## src/rtl/ct_poly_add.sv

```systemverilog
// ct_poly_add: c[i] = (z[i] + e[i]) mod Q over a z FIFO, a two-stage add/reduce pipeline and an AXI-stream output.
// Define CT_INPUT_RANGE_CHK_EN to build the z/e >= Q range checker that drives err_range.
module ct_poly_add #(
    parameter int unsigned    N  = 16,
    parameter int unsigned    QW = 64,
    parameter logic [QW-1:0]  Q  = 64'hFFFFFFFF00000001
) (
    input  logic          clk,
    input  logic          s_rst_n,
    input  logic          z_vld,
    output logic          z_rdy,
    input  logic [QW-1:0] z,
    input  logic          z_last,
    input  logic          e_vld,
    output logic          e_rdy,
    input  logic [QW-1:0] e,
    input  logic          e_last,
    output logic          c_vld,
    input  logic          c_rdy,
    output logic [QW-1:0] c,
    output logic          c_last,
    output logic          err_ovf,
    output logic          err_last,
    output logic          err_range
);

    localparam int unsigned   PW       = $clog2(N);
    localparam logic [PW-1:0] LAST_IDX = PW'(N - 1);
    localparam logic [PW:0]   FULL_CNT = (PW + 1)'(N);
    localparam logic [QW:0]   Q_EXT    = {1'b0, Q};

    logic [QW:0]   mem_q [N];
    logic [PW-1:0] wr_ptr_q, wr_ptr_d;
    logic [PW-1:0] rd_ptr_q, rd_ptr_d;
    logic [PW:0]   count_q, count_d;
    logic [PW-1:0] cnt_q, cnt_d;
    logic          s1_vld_q, s1_vld_d;
    logic [QW:0]   s1_sum_q, s1_sum_d;
    logic          s1_last_q, s1_last_d;
    logic          s2_vld_q, s2_vld_d;
    logic [QW-1:0] c_q, c_d;
    logic          c_last_q, c_last_d;
    logic          err_ovf_q, err_ovf_d;
    logic          err_last_q, err_last_d;

    logic          fifo_empty, fifo_full;
    logic          s1_adv, s2_adv;
    logic          fire, push;
    logic [QW:0]   head;
    logic [QW-1:0] head_z;
    logic          head_last;
    logic          cnt_is_last;

    assign fifo_empty  = (count_q == '0);
    assign fifo_full   = (count_q == FULL_CNT);
    assign s2_adv      = !s2_vld_q || c_rdy;
    assign s1_adv      = !s1_vld_q || s2_adv;
    assign head        = mem_q[rd_ptr_q];
    assign head_z      = head[QW-1:0];
    assign head_last   = head[QW];
    assign cnt_is_last = (cnt_q == LAST_IDX);

    // A pop in the same cycle frees a slot, so a write into a full FIFO still lands.
    assign fire = !fifo_empty && e_vld && s1_adv;
    assign push = z_vld && (!fifo_full || fire);

    assign z_rdy    = !fifo_full;
    assign e_rdy    = !fifo_empty && s1_adv;
    assign c_vld    = s2_vld_q;
    assign c        = c_q;
    assign c_last   = c_last_q;
    assign err_ovf  = err_ovf_q;
    assign err_last = err_last_q;

`ifdef CT_INPUT_RANGE_CHK_EN
    logic err_range_q, err_range_d;

    always_comb begin
        err_range_d = err_range_q;
        if (fire && ((head_z >= Q) || (e >= Q))) begin
            err_range_d = 1'b1;
        end
    end

    always_ff @(posedge clk or negedge s_rst_n) begin
        if (!s_rst_n) begin
            err_range_q <= 1'b0;
        end else begin
            err_range_q <= err_range_d;
        end
    end

    assign err_range = err_range_q;
`else
    assign err_range = 1'b0;
`endif

    always_comb begin
        wr_ptr_d   = wr_ptr_q;
        rd_ptr_d   = rd_ptr_q;
        count_d    = count_q + {{PW{1'b0}}, push} - {{PW{1'b0}}, fire};
        cnt_d      = cnt_q;
        s1_vld_d   = s1_vld_q;
        s1_sum_d   = s1_sum_q;
        s1_last_d  = s1_last_q;
        s2_vld_d   = s2_vld_q;
        c_d        = c_q;
        c_last_d   = c_last_q;
        err_ovf_d  = err_ovf_q;
        err_last_d = err_last_q;

        if (push) begin
            wr_ptr_d = wr_ptr_q + PW'(1);
        end
        if (z_vld && fifo_full && !fire) begin
            err_ovf_d = 1'b1;
        end

        if (fire) begin
            rd_ptr_d = rd_ptr_q + PW'(1);
            cnt_d    = cnt_is_last ? '0 : cnt_q + PW'(1);
            if ((head_last != cnt_is_last) || (e_last != cnt_is_last)) begin
                err_last_d = 1'b1;
            end
        end

        if (s1_adv) begin
            s1_vld_d = fire;
            if (fire) begin
                s1_sum_d  = {1'b0, head_z} + {1'b0, e};
                s1_last_d = cnt_is_last;
            end
        end

        // Subtracting in QW bits is exact because a reduced sum always fits in QW bits.
        if (s2_adv) begin
            s2_vld_d = s1_vld_q;
            if (s1_vld_q) begin
                c_d      = (s1_sum_q >= Q_EXT) ? (s1_sum_q[QW-1:0] - Q) : s1_sum_q[QW-1:0];
                c_last_d = s1_last_q;
            end
        end
    end

    always_ff @(posedge clk) begin
        if (push) begin
            mem_q[wr_ptr_q] <= {z_last, z};
        end
    end

    always_ff @(posedge clk or negedge s_rst_n) begin
        if (!s_rst_n) begin
            wr_ptr_q   <= '0;
            rd_ptr_q   <= '0;
            count_q    <= '0;
            cnt_q      <= '0;
            s1_vld_q   <= 1'b0;
            s1_sum_q   <= '0;
            s1_last_q  <= 1'b0;
            s2_vld_q   <= 1'b0;
            c_q        <= '0;
            c_last_q   <= 1'b0;
            err_ovf_q  <= 1'b0;
            err_last_q <= 1'b0;
        end else begin
            wr_ptr_q   <= wr_ptr_d;
            rd_ptr_q   <= rd_ptr_d;
            count_q    <= count_d;
            cnt_q      <= cnt_d;
            s1_vld_q   <= s1_vld_d;
            s1_sum_q   <= s1_sum_d;
            s1_last_q  <= s1_last_d;
            s2_vld_q   <= s2_vld_d;
            c_q        <= c_d;
            c_last_q   <= c_last_d;
            err_ovf_q  <= err_ovf_d;
            err_last_q <= err_last_d;
        end
    end

endmodule

```

## config.mk

```make
export PLATFORM = sky130hd
export DESIGN_NAME = ct_poly_add
export DESIGN_NICKNAME = d
export VERILOG_FILES = /design/src/rtl/ct_poly_add.sv
export SDC_FILE = /design/constraint.sdc
export NUM_CORES = 1
export LEC_CHECK = 0
export ABC_AREA = 0
export CAP_MARGIN = 20
export CELL_PAD_IN_SITES_DETAIL_PLACEMENT = 0
export CELL_PAD_IN_SITES_GLOBAL_PLACEMENT = 1
export CORE_MARGIN = 1
export CORE_UTILIZATION = 53
export DETAILED_ROUTE_END_ITERATION = 10
export PLACE_DENSITY_LB_ADDON = 0.1
export SLEW_MARGIN = 5
export SYNTH_ARGS = -nofsm -noshare
export SYNTH_HDL_FRONTEND = slang
export SYNTH_SLANG_ARGS = --single-unit
```

## constraint.sdc

```tcl
create_clock -name clk -period 9.22 [get_ports clk]
set_input_delay 2.766 -clock clk [delete_from_list [all_inputs] [get_ports clk]]
set_output_delay 2.766 -clock clk [all_outputs]
set_load 0.005 [all_outputs]
```

-- Yosys cells after proc, flatten, opt, wreduce, memory -nomap -nowiden
Memories as Yosys holds them, arrays and structs flattened.
Index checks and enable logic that the tools add are counted.
- register bits: 152
- RAM bits: 1040
- output and inout port bits: 71
- memories: 1
- add/sub/neg operators: 7
- order comparisons: 1
- eq/ne operators: 4
- multiplexer cells: 4
- reduce and logical (&&, ||, !) cells: 19
- memories (memory ; depth ; bits a word ; rd ports ; clocked after Yosys merged registers in ; write ports ; RTL line ; text):
    mem_q ; 16 ; 65 ; 1 ; 0 ; 1 ; 32 ; logic [QW:0] mem_q [N];
- operator list (cell ; count):
    $add 64x64->65 ; 1
    $ge 65x64->1 const B ; 1
    $mux 64 ; 1
    $sub 64x64->64 const B ; 1
    $add 4x1->4 const B ; 3
    $logic_and 1x1->1 ; 6
    $reduce_and 2->1 ; 3
    $add 5x1->5 ; 1
    $eq 5x5->1 const B ; 1
    $logic_not 1->1 ; 5
    $logic_not 5->1 ; 1
    $sub 5x1->5 ; 1
    $eq 4x4->1 const B ; 1
    $logic_or 1x1->1 ; 4
    $mux 4 ; 1
    $mux 1 ; 2
    $ne 1x1->1 ; 2

-- Depth between registers and ports, before layout
Gate-level depths: netlist of the first run.
- word-level depth: 8
- gate-level depth with buffers: 18

-- Worst setup path before layout of the first run
Ideal clock, no wire load.
- path kind: input -> register
- start point: input port c_rdy
- end point: memory mem_q[0][0] (netlist bit) (enable)
- setup time: 0.649 ns
- arrival: 9.927 ns
- data required time: 8.571 ns
- slack: -1.355 ns
- cell stages on the path: 9
- path buffers: 1
- cell sequence: nand3b_1 > o21a_1 > nand2_1 > inv_1 > nor2_1 > nor2b_1 > clkbuf_1 > clkinv_1 > nor4_1
- cells in the longest elaborated chain, start to end: 7
- RTL lines (element ; RTL line ; text):
    start: declaration ; 19 ; input logic c_rdy,
    $logic_or 1x1->1 ; 56 ; assign s2_adv = !s2_vld_q || c_rdy;
    $logic_or 1x1->1 ; 57 ; assign s1_adv = !s1_vld_q || s2_adv;
    $logic_and 1x1->1 ; 64 ; assign fire = !fifo_empty && e_vld && s1_adv;
    $logic_or 1x1->1 ; 65 ; assign push = z_vld && (!fifo_full || fire);
    $logic_and 1x1->1 ; 65 ;
    $mux 1 ; 146 ; if (push) begin
    $mux 1 (not written as such) ; 147 ; mem_q[wr_ptr_q] <= {z_last, z};
    end: declaration ; 32 ;
No other way between the ends.

-- Worst setup path in the final report of the first run
- start point: input port c_rdy
- end point: output port e_rdy
- cells in the longest elaborated chain, start to end: 3
- RTL lines (element ; RTL line ; text):
    $logic_or 1x1->1 ; 56 ;
    $logic_or 1x1->1 ; 57 ;
    $logic_and 1x1->1 ; 68 ; assign e_rdy = !fifo_empty && s1_adv;
    end: declaration ; 15 ; output logic e_rdy,
No other way between the ends.

==> reports/metrics.yaml, run 1 <==
status:
  outcome: "complete, no violations"
final_layout:
  final_common_cell: "edfxtp_1"
  fillers: 6631
  final_util_pct: 61.41
  layout-drive-gt1-share_pct: 18.39
  multi_input_area_sq_mm: 0.01420
  fin_nets: 3217
  antenna_cells: 0
  fin_cells: 4354
  most-common-layout-cells: "edfxtp_1, mux4_2, nand2_1, clkdlybuf4s50_1, dfrtp_1"
  syn_to_final_growth_pct: 14.83
  seq_area_sq_mm: 0.03505
power:
  sw_frac_of_total_pct: 35.17
  clkPwrFrac_pct: 23.9
  power_frac_comb_pct: 39.4
  p_total_mw: 19.69
  peakVddDrop_uv: 203.1
  switchingPower_mw: 6.924
  p_leak_nw: 19.07
  cellPowerDensity_mw_per_mm2: 344.0
  internal-power_mw: 12.76
  p_seq_share_pct: 36.8
floorplan:
  die-area_sq_mm: 0.09526
  initial_utilization_pct: 53.48
  die_w_microns: 308.7
  coreArea_sq_mm: 0.09319
  rows: 112
  die_h_microns: 308.7
  pin_count: 206
synthesis:
  synth_area_sq_mm: 0.04984
  synth_warnings: 0
  synth_cell_types: 70
  ys_ff_latch: 1192
  synth_edf_count: 1040
  syn_inst: 2781
  synth-main-ff-cell: "edfxtp_1"
  seq_area_frac_synth_pct: 70.30
  async_reset_ff_share_pct: 12.75
  synth_area_per_cell_sq_um: 17.92
  syn_nets: 2996
global_route:
  grt_max_degree: 114
  grt_pass1_vias: 27089
  grt.total_usage_pct: 24.64
  grt_pass1_wl_microns: 171900
  grt-ovfl-total: 0
  antenna_found_initial: 12
timing:
  skew_ns: 0.06922
  finalCritPeriodShare_pct: 74.44
  worst_slew_pin_slew_ns: 1.039
  setup_ws_ns: 2.357
  period_minus_slack_ns: 6.863
  hold_viol: 0
  setup_viol: 0
  rsz0062_at_grt: "false"
  max_freq_mhz: 145.7
  finalMaxSlewViolations: 0
  max-slew-margin-rel_pct: 30.74
  holdWs_ns: 0.4733
clocking:
  cts_root_buf: "clkbuf_16"
  h-tree-depth: 3
  path_clk_slew_ns: 0.05
  cts.sinks: 1192
  post_cts.resized_instances: 0
  clock_latency_ns: 0.72
  cts_buffers: 116
  post_cts_buffers: 0
  cts_tree: "done"
  cts.path.max_buffers: 3
  cts_hold_buf: 0
flow_run:
  cap_violations: 0
setup_path:
  crit_fanout: 2
  cp-start-kind: "input pin"
  setup.worst_path.class: "in2out"
  end_kind: "primary output"
  cp_slowest_stage_delay_ns: 0.52
  crit_buf_inv: 2
  cp_cell_sequence: "clkdlybuf4s50_1 > nand3b_1 > o21a_1 > clkdlybuf4s50_1"
  critPathSlowestCell: "clkdlybuf4s50_1"
  cpMostUsedCell: "clkdlybuf4s50_1"
  path_delay_family: "buffers and inverters"
  required_ns: 6.45
  cp.arrival_ns: 4.10
routing:
  vias: 26369
  ant_nets: 0
  remaining_drc_errors: 0
  dr.pass1.iters: 7
  wl_per_cell_microns: 26.49
  drt_iter0_drc: 2399
  via_per_inst: 6.056
  finalWirelength_microns: 115300
place:
  gp_congestion: 0.9253
  placed_cells: 4137
  port_buffers: 204
  hpwl_microns: 72810
  pre_cts_ws_ns: 2.103
min_path:
  hold_class: "reg2reg"
==> state kept, by name, summed over array words and instances, names as in the netlist <==
register,flops
wr_ptr_q,4
count_q,5
mem_q,1040
c_vld,1
err_last,1
c,64
err_ovf,1
c_last,1
s1_sum_q,65
s1_last_q,1
cnt_q,4
rd_ptr_q,4
s1_vld_q,1
==> worst register-to-register path, stage by stage, from the launching register on <==
cell and delay [ns]:
dfrtp_4 1.06, buf_12 0.61, mux4_2 0.42, mux4_2 0.54
ha_1 0.36, a21o_1 0.20, a221oi_1 0.60, or3_1 0.23
nand2_1 0.21, a221oi_1 0.78, a21oi_1 0.29, a221oi_1 0.39
xnor2_1 0.15, o21ai_0 0.08
==> Yosys cell counts, types with 4 or more instances <==
cell type  count  area, sq um
xnor2_1       68        595.6
a31oi_1       12        75.07
o211ai_1       9        67.56
nand3_1       42        210.2
nor3_1        24        120.1
o21ai_0      145        725.7
inv_1         38        142.6
mux4_2       325         7320
nor4_1        14        87.58
and4_1         4        35.03
nand2_1      216        810.8
nor2b_1        5        31.28
buf_1         32        120.1
o21ai_1       14        70.07
edfxtp_1    1040        31230
or3_1         11        68.82
nor2_1        73        274.0
a21oi_1       94        470.5
a21boi_0       8        60.06
nand4_1       39        244.0
and3_1        18        112.6
o31ai_1        5        37.54
dfrtp_1      152         3804
o21a_1         7        52.55
o21bai_1      13        97.59
ha_1          78        975.9
and2_1        18        112.6
a221oi_1       7        61.31
xor2_1        59        516.8
a21o_1        38        285.3
clkbuf_1     106        397.9
a211oi_1       5        37.54
==> kinds of logic (layout without fill, tap and decap cells) <==
| family | count (synthesis) | in the layout | share of synthesized area, % |
|---|---|---|---|
| xor gates and xnor gates | 127 | 127 | 2.232 |
| muxes | 326 | 326 | 14.71 |
| adders and majority gates | 80 | 80 | 2.039 |
| and+or+nand+nor | 494 | 494 | 4.818 |
| other | 1 | 1 | 0.007524 |
| DFF | 1192 | 1192 | 70.30 |
| buffers and inverters | 181 | 500 | 1.383 |
| AOI/OAI and AO/OA | 380 | 380 | 4.517 |
==> area by class of cell <==
cell class / count / area share (%)
flip-flops and latches: 1192 / 61.24
multi-input cells: 1408 / 24.82
clock buffers: 157 / 5.522
repair buffers: 245 / 4.287
well taps: 1254 / 2.742
clock inverters: 59 / 1.132
inverters: 39 / 0.2558
==> metal layers <==
layer | global-route usage (%) | share of wire [%]
met1 | 34.63 | 43
met2 | 40.50 | 49
met3 | 3.816 | 5.5
met4 | 6.664 | 2.5
met5 | 0 | 0.055
==> power groups by stage <==
stage | clock, mW | sequential [mW] | combinational (mW)
after floorplan | 0 | 7.09 | 5.35
after global placement | 0 | 7.31 | 7.72
after detailed placement | 0 | 7.36 | 7.76
after CTS | 4.79 | 7.25 | 7.79
after global routing | 4.98 | 7.32 | 8.42
final | 4.70 | 7.24 | 7.75
==> through the flow <==
step | instance area (sq um) | setup TNS [ns]
2_1_floorplan | 49840 | -352.38
3_3_place_gp | 53370 | 0
3_5_place_dp | 53400 | 0
4_1_cts | 57200 | 0
5_1_grt | 57230 | 0
6_report | 57230 | 0
==> final timing paths <==
path / startpoint / to / slack (ns) / depth (start not counted)
setup / recovery: c_rdy / e_rdy / 2.36 / 4
hold / removal: c[45] / c[45] / 0.47 / 2
min in group asynchronous: s_rst_n / count_q[2] / 2.12 / 1
max in group asynchronous: s_rst_n / s1_sum_q[44] / 5.68 / 2
hold reg to reg: c[45] / c[45] / 0.47 / 2
setup reg to reg: rd_ptr_q[1] / s1_sum_q[50] / 3.13 / 13
Note: power is estimated with default switching activity, not from simulation.
==> run 2: changes to the inputs <==
==> constraint.sdc (replaced) <==
create_clock -name clk -period 6.5 [get_ports clk]
set_input_delay 1.95 -clock clk [delete_from_list [all_inputs] [get_ports clk]]
set_output_delay 1.95 -clock clk [all_outputs]
set_load 0.005 [all_outputs]
==> run 2 against run 1 <==
  * Worst setup slack got worse by 1.7 ns
  * Register-to-register slack got worse by 2.5 ns
  * Global-route usage rose by 1.3 points
  * Clock-buffer cell count fell by 18
  * Via count rose by 1.2%
  * Flip-flop and latch count did not move
  * Die area did not move
==> reports/metrics.yaml, run 2 (same netlist as run 1, synthesis figures left out) <==
setup_path:
  r2r-start: "rd_ptr_q[0]"
  crit_buf_inv: 1  # -1
  endpoint: "s1_sum_q[62]"
  required_ns: 7.06  # +0.61 ns
  critPathSlowestCell: "dfrtp_4"
  cp-start-kind: "flip-flop"
  cp.arrival_ns: 6.39  # +2.29 ns
  r2r-end: "s1_sum_q[62]"
  cp_slowest_stage_delay_ns: 0.78  # +0.26 ns
  path_delay_family: "compound AO/OA/AOI/OAI gates"
  cp.depth: 13  # +9
  crit_start: "rd_ptr_q[0]"
  cp_cell_sequence: "buf_4 > mux4_2 > mux4_2 > ha_1 > nand4_1 > nor2_1 > or4b_2 > a31oi_1 > o21ai_0 > a21oi_1 > a21oi_1 > o2111a_1 > a211o_1"
  reg2reg_depth: 13  # unchanged
  rrSetupSlack_ns: 0.67  # -2.46 ns
  setup.worst_path.class: "reg2reg"
  end_kind: "flip-flop"
  crit_fanout: 24  # +22
status:
  outcome: "complete, no violations"
clocking:
  cts_root_buf: "clkbuf_16"
  cts_buffers: 117  # +0.86%
  cts_tree: "done"
  post_cts.resized_instances: 0  # unchanged
  clock_latency_ns: 0.71  # about the same
  cts.sinks: 1192  # unchanged
  path_clk_slew_ns: 0.06  # about the same
  h-tree-depth: 3  # unchanged
  cts.path.max_buffers: 3  # unchanged
  cts_hold_buf: 0  # unchanged
  post_cts_buffers: 0  # unchanged
timing:
  period_minus_slack_ns: 5.826
  max-slew-margin-rel_pct: 34.56  # +3.8 points
  worst_slew_pin_slew_ns: 0.9817  # -0.05732 ns
  rsz0062_at_grt: "false"
  setup_viol: 0  # unchanged
  finalCritPeriodShare_pct: 89.63
  finalMaxSlewViolations: 0  # unchanged
  setup_ws_ns: 0.6742  # -1.682 ns
  max_freq_mhz: 171.6
  hold_viol: 0  # unchanged
  skew_ns: 0.06692  # -0.002297 ns
final_layout:
  most-common-layout-cells: "edfxtp_1, mux4_2, nand2_1, clkdlybuf4s50_1, dfrtp_1"
  syn_to_final_growth_pct: 15.85
  largest_reg_flops: 1040  # unchanged
  largest_register: "mem_q"
  fin_nets: 3250  # +1.0%
  layout-drive-gt1-share_pct: 19.50  # +1.1 points
  final_common_cell: "edfxtp_1"
  final_util_pct: 61.96  # +0.54 points
floorplan:
  initial_utilization_pct: 53.48  # unchanged
  die_w_microns: 308.7  # unchanged
  pin_count: 206  # unchanged
  die_h_microns: 308.7  # unchanged
  coreArea_sq_mm: 0.09319  # unchanged
  die-area_sq_mm: 0.09526  # unchanged
  rows: 112  # unchanged
global_route:
  grt.total_usage_pct: 25.94  # +1.3 points
  grt_max_degree: 153  # +34%
  antenna_found_initial: 12  # unchanged
  grt_pass1_vias: 27179  # +0.33%
  grt-ovfl-total: 0  # unchanged
  grt_pass1_wl_microns: 178800  # +4.0%
routing:
  drt_iter0_drc: 2405  # +0.25%
  finalWirelength_microns: 121000  # +4.9%
  wl_per_cell_microns: 27.58  # +4.1%
  via_per_inst: 6.087  # +0.50%
  vias: 26690  # +1.2%
  ant_nets: 0  # unchanged
  dr.pass1.iters: 5  # -2
  remaining_drc_errors: 0  # unchanged
power:
  p_leak_nw: 19.30  # +1.2%
  internal-power_mw: 18.25  # +43%
  power_frac_comb_pct: 39.9  # +0.5 points
  p_total_mw: 28.21  # +43%
  p_seq_share_pct: 36.3  # -0.5 points
  cellPowerDensity_mw_per_mm2: 488.6  # +42%
  peakVddDrop_uv: 359.6  # +77%
  clkPwrFrac_pct: 23.8  # about the same
  switchingPower_mw: 9.962  # +44%
  sw_frac_of_total_pct: 35.31  # +0.14 points
flow_run:
  cap_violations: 0  # unchanged
min_path:
  hold_class: "reg2reg"
  hold_depth: 1  # -1
place:
  hpwl_microns: 74070  # +1.7%
  pre_cts_ws_ns: 0.6292  # -1.473 ns
  gp_congestion: 0.9088  # -1.8%
  port_buffers: 204  # unchanged
-- run 2: cell count changes in the layout (fill, tap and decap cells not counted), moves of 2 or more --
cell	previous run	this run
clkbuf_1	34	19
clkinv_1	21	25
nor4_4	1	5
diode_2	0	2
clkbuf_16	119	117
clkinvlp_4	2	5
buf_12	5	26
buf_4	34	47
clkinv_2	20	26
buf_16	2	0
nor4_2	4	0
bufinv_16	11	14
-- run 2: how the worst min path moves through the flow --
stage | startpoint | endpoint | slack [ns]
floorplan | s1_last_q | s1_last_q | 0.45
global placement | err_ovf | err_ovf | 0.44
detailed placement | err_ovf | err_ovf | 0.44
CTS | err_ovf | err_ovf | 0.46
global route | c[1] | c[1] | 0.49
finish | err_ovf | err_ovf | 0.45
-- run 2: power by group through the flow --
stage / clock network [mW] / logic, mW / registers, mW
CTS: 6.81 / 11.3 / 10.3
detailed placement: 0 / 11.3 / 10.4
floorplan: 0 / 7.60 / 10.0
global placement: 0 / 11.2 / 10.3
finish: 6.70 / 11.3 / 10.2
global route: 7.10 / 12.2 / 10.4
-- run 2: area by class of cell --
type,instances,area (sq um)
clock buffers,139,3040
inverters,39,146.4
well taps,1254,1569
clock inverters,74,772.0
flip-flops and latches,1192,35050
diodes,2,5.005
fillers,6667,35450
repair buffers,277,2917
multi-input cells,1408,14240
-- run 2: per-stage QoR --
step	setup TNS (ns)	cell area, sq um	cells	hold WS, ns
2_1_floorplan	-149.48	49860	2781	0.4460
3_3_place_gp	0	53920	4170	0.4391
3_5_place_dp	0	53920	4170	0.4433
4_1_cts	0	57730	4383	0.4583
5_1_grt	0	57730	4383	0.4945
6_report	0	57740	4385	0.4541
-- run 2: routing by layer --
metal  track usage (%)  vias up  wire length, microns
li1                  -    11682                     -
met1             37.08    13920                 51310
met2             42.40      903                 59320
met3             3.898      175                  7646
met4             6.259       10                  2603
met5                 0        -                    77
==> run 3: changes to the inputs <==
--- a/config.mk
+++ b/config.mk
@@ -5,14 +5,16 @@
 export SDC_FILE = /design/constraint.sdc
 export NUM_CORES = 1
 export LEC_CHECK = 0
-export ABC_AREA = 0
+export ABC_AREA = 1
 export CAP_MARGIN = 20
 export CELL_PAD_IN_SITES_DETAIL_PLACEMENT = 0
 export CELL_PAD_IN_SITES_GLOBAL_PLACEMENT = 1
 export CORE_MARGIN = 1
-export CORE_UTILIZATION = 53
+export CORE_UTILIZATION = 49
 export DETAILED_ROUTE_END_ITERATION = 10
+export HOLD_SLACK_MARGIN = 0.08
 export PLACE_DENSITY_LB_ADDON = 0.1
+export REMOVE_ABC_BUFFERS = 1
 export SLEW_MARGIN = 5
 export SYNTH_ARGS = -nofsm -noshare
 export SYNTH_HDL_FRONTEND = slang
==> run 3 against run 2 <==
  * Via count rose by 51%
  * Synthesized area grew 10%
  * Worst setup slack improved by 0.69 ns
  * Hold slack improved by 0.0054 ns
  * Clock-buffer cell count rose by 23
  * Critical path type is now in2out
==> reports/metrics.yaml, run 3 <==
global_route:
  grt-ovfl-total: 0  # unchanged
  grt.total_usage_pct: 29.49  # +3.5 points
  grt_pass1_wl_microns: 248100  # +39%
  grt_pass1_vias: 38795  # +43%
  antenna_found_initial: 2  # -10
  grt_max_degree: 171  # +12%
floorplan:
  die_w_microns: 336.6  # +9.0%
  die-area_sq_mm: 0.1133  # +19%
  rows: 122  # +8.9%
  die_h_microns: 336.6  # +9.0%
  pin_count: 206  # unchanged
  initial_utilization_pct: 49.49  # -4.0 points
  coreArea_sq_mm: 0.1108  # +19%
routing:
  via_per_inst: 5.625  # -7.6%
  finalWirelength_microns: 166600  # +38%
  remaining_drc_errors: 0  # unchanged
  dr.pass1.iters: 6  # +1
  ant_nets: 0  # unchanged
  vias: 40385  # +51%
  wl_per_cell_microns: 23.21  # -16%
  drt_iter0_drc: 3980  # +65%
power:
  power_frac_comb_pct: 46.5  # +6.6 points
  p_leak_nw: 23.94  # +24%
  p_seq_share_pct: 32.3  # -4.0 points
  sw_frac_of_total_pct: 44.18  # +8.9 points
  cellPowerDensity_mw_per_mm2: 509.1  # +4.2%
  switchingPower_mw: 14.12  # +42%
  internal-power_mw: 17.84  # -2.3%
  peakVddDrop_uv: 302.4  # -16%
  clkPwrFrac_pct: 21.2  # -2.6 points
setup_path:
  reg2reg_depth: 16  # +3
  cp.arrival_ns: 3.19  # -3.20 ns
  required_ns: 4.55  # -2.51 ns
  crit_fanout: 2  # -92%
  r2r-end: "s1_sum_q[48]"
  end_kind: "primary output"
  r2r-start: "rd_ptr_q[0]"
  cp-start-kind: "input pin"
  rrSetupSlack_ns: 1.83  # +1.16 ns
  setup.worst_path.class: "in2out"
synthesis:
  synth-main-ff-cell: "edfxtp_1"
  synthTopCellsByArea: "edfxtp_1, nand2_1, dfrtp_1"
  yosysMostFrequentCell: "nand2_1"
  synth_top_cells_by_count: "nand2_1, edfxtp_1, nor2_1, o21ai_0, inv_1"
  synth_warnings: 0  # unchanged
  synth_area_sq_mm: 0.05485  # +10%
  yosys.area.top_type: "edfxtp_1"
  ys_ff_latch: 1192  # unchanged
  syn_inst: 5429  # +95%
  seq_area_frac_synth_pct: 63.87  # -6.4 points
  synth_edf_count: 1040  # unchanged
  synth_top_area_share_pct: 56.94  # -5.7 points
  synth_area_per_cell_sq_um: 10.10  # -44%
  synth_cell_types: 47  # -33%
  async_reset_ff_share_pct: 12.75  # unchanged
timing:
  setup_viol: 0  # unchanged
  worst_slew_pin_slew_ns: 1.063  # +0.08168 ns
  skew_ns: 0.05805  # -0.008867 ns
  max_freq_mhz: 194.7  # +13%
  holdWs_ns: 0.4595  # +0.005415 ns
  rsz0062_at_grt: "false"
  setup_ws_ns: 1.363  # +0.6888 ns
  hold_viol: 0  # unchanged
  period_minus_slack_ns: 5.137  # -0.6888 ns
  max-slew-margin-rel_pct: 28.94  # -5.6 points
  finalMaxSlewViolations: 0  # unchanged
  finalCritPeriodShare_pct: 79.03  # -11 points
  fin_tns_setup_ns: 0  # unchanged
min_path:
  hp-start: "err_last"
  hold_end: "err_last"
  hold_class: "reg2reg"
  hold_depth: 2  # +1
clocking:
  post_cts.resized_instances: 0  # unchanged
  cts_hold_buf: 0  # unchanged
  path_clk_slew_ns: 0.06  # about the same
  post_cts_buffers: 0  # unchanged
  cts_buffers: 121  # +3.4%
  h-tree-depth: 3  # unchanged
  cts_tree: "done"
  cts.sinks: 1192  # unchanged
  cts.path.max_buffers: 3  # unchanged
  clock_latency_ns: 0.75  # +0.04 ns
  cts_root_buf: "clkbuf_16"
final_layout:
  fillers: 9707  # +46%
  fin_cells: 7179  # +64%
  syn_to_final_growth_pct: 14.46
  largest_register: "mem_q"
  finish.instance_area_sq_mm: 0.06278  # +8.7%
  layout-drive-gt1-share_pct: 5.483  # -14 points
  most-common-layout-cells: "nand2_1, edfxtp_1, nor2_1, o21ai_0, inv_1"
  largest_reg_flops: 1040  # unchanged
  final_common_cell: "nand2_1"
  fin_nets: 5800  # +78%
place:
  pre_cts_ws_ns: 1.351  # +0.7221 ns
  gp_congestion: 0.9342  # +2.8%
  post_dp_cell_area_sq_mm: 0.05888  # +9.2%
  hpwl_microns: 107500  # +45%
  port_buffers: 204  # unchanged
  placed_cells: 6950  # +67%
status:
  outcome: "complete, no violations"
flow_run:
  cap_violations: 0  # unchanged
==> run 3: cell count changes in the layout (fill, tap and decap cells not counted), sizes merged, moves of 186 or more <==
cell,previous run,this run
nand2,216,1260
nor2,73,794
o21ai,159,587
inv,40,458
mux4,325,0
nand3,42,268
o221ai,0,186
==> run 3: per-layer routing <==
layer | vias up | routed length, microns | global-route usage, %
li1 | 19120 | - | -
met1 | 19609 | 74250 | 42.58
met2 | 1407 | 76470 | 46.51
met3 | 245 | 10630 | 3.531
met4 | 4 | 5264 | 9.555
met5 | - | 30 | 0
==> run 3: through the flow <==
| stage | total power [mW] | utilization (%) |
|---|---|---|
| finish | 31.96 | 56.65 |
| detailed placement | 25.21 | 53.13 |
| global route | 34.03 | 56.65 |
| CTS | 32.00 | 56.65 |
| floorplan | 19.44 | - |
| global placement | 25.12 | 53.12 |
==> run 3: final cells by class <==
| cell class | count | area, sq um | area share [%] |
|---|---|---|---|
| Timing Repair Buffer | 294 | 3094 | 4.929 |
| Antenna cell | 1 | 2.502 | 0.003986 |
| Clock buffer | 162 | 3297 | 5.252 |
| Inverter | 459 | 1739 | 2.770 |
| Sequential cell | 1192 | 35050 | 55.83 |
| Clock inverter | 66 | 598.1 | 0.9526 |
| Multi-Input combinational cell | 3517 | 17140 | 27.30 |
| Tap cell | 1488 | 1862 | 2.966 |
==> run 3: power groups by stage <==
stage / Sequential [mW] / Combinational (mW) / Clock [mW]
after global placement: 10.4 / 14.7 / 0
after global routing: 10.4 / 16.5 / 7.14
after CTS: 10.3 / 14.8 / 6.88
after detailed placement: 10.5 / 14.7 / 0
final: 10.3 / 14.9 / 6.78
after floorplan: 10.6 / 8.86 / 0
==> run 3: cells by family (layout without fill, tap and decap cells) <==
family | count (synthesis) | in the layout | synth area share [%]
other | 1 | 2 | 0.006837
DFF | 1192 | 1192 | 63.87
xor gates and xnor gates | 49 | 49 | 0.7824
adders and majority gates | 80 | 80 | 1.852
buffers and inverters | 720 | 981 | 5.110
and+or+nand+nor | 2401 | 2401 | 17.54
AOI/OAI and AO/OA | 986 | 986 | 10.84
==> run 3: how the worst max path moves through the flow <==
stage	start	endpoint	slack [ns]	cells after the start
floorplan	rd_ptr_q[0]	s1_sum_q[40]	-12.85	17
global placement	c_rdy	e_rdy	1.34	6
detailed placement	c_rdy	e_rdy	1.35	6
CTS	c_rdy	e_rdy	1.35	6
global route	c_rdy	e_rdy	1.33	6
finish	c_rdy	e_rdy	1.36	6
==> run 3: worst max-delay path, cell delays in order <==
cell and delay, ns:
clkdlybuf4s50_1 0.46, inv_1 0.05, nand3_1 0.09, nand2_1 0.06, inv_1 0.08, clkdlybuf4s50_1 0.50
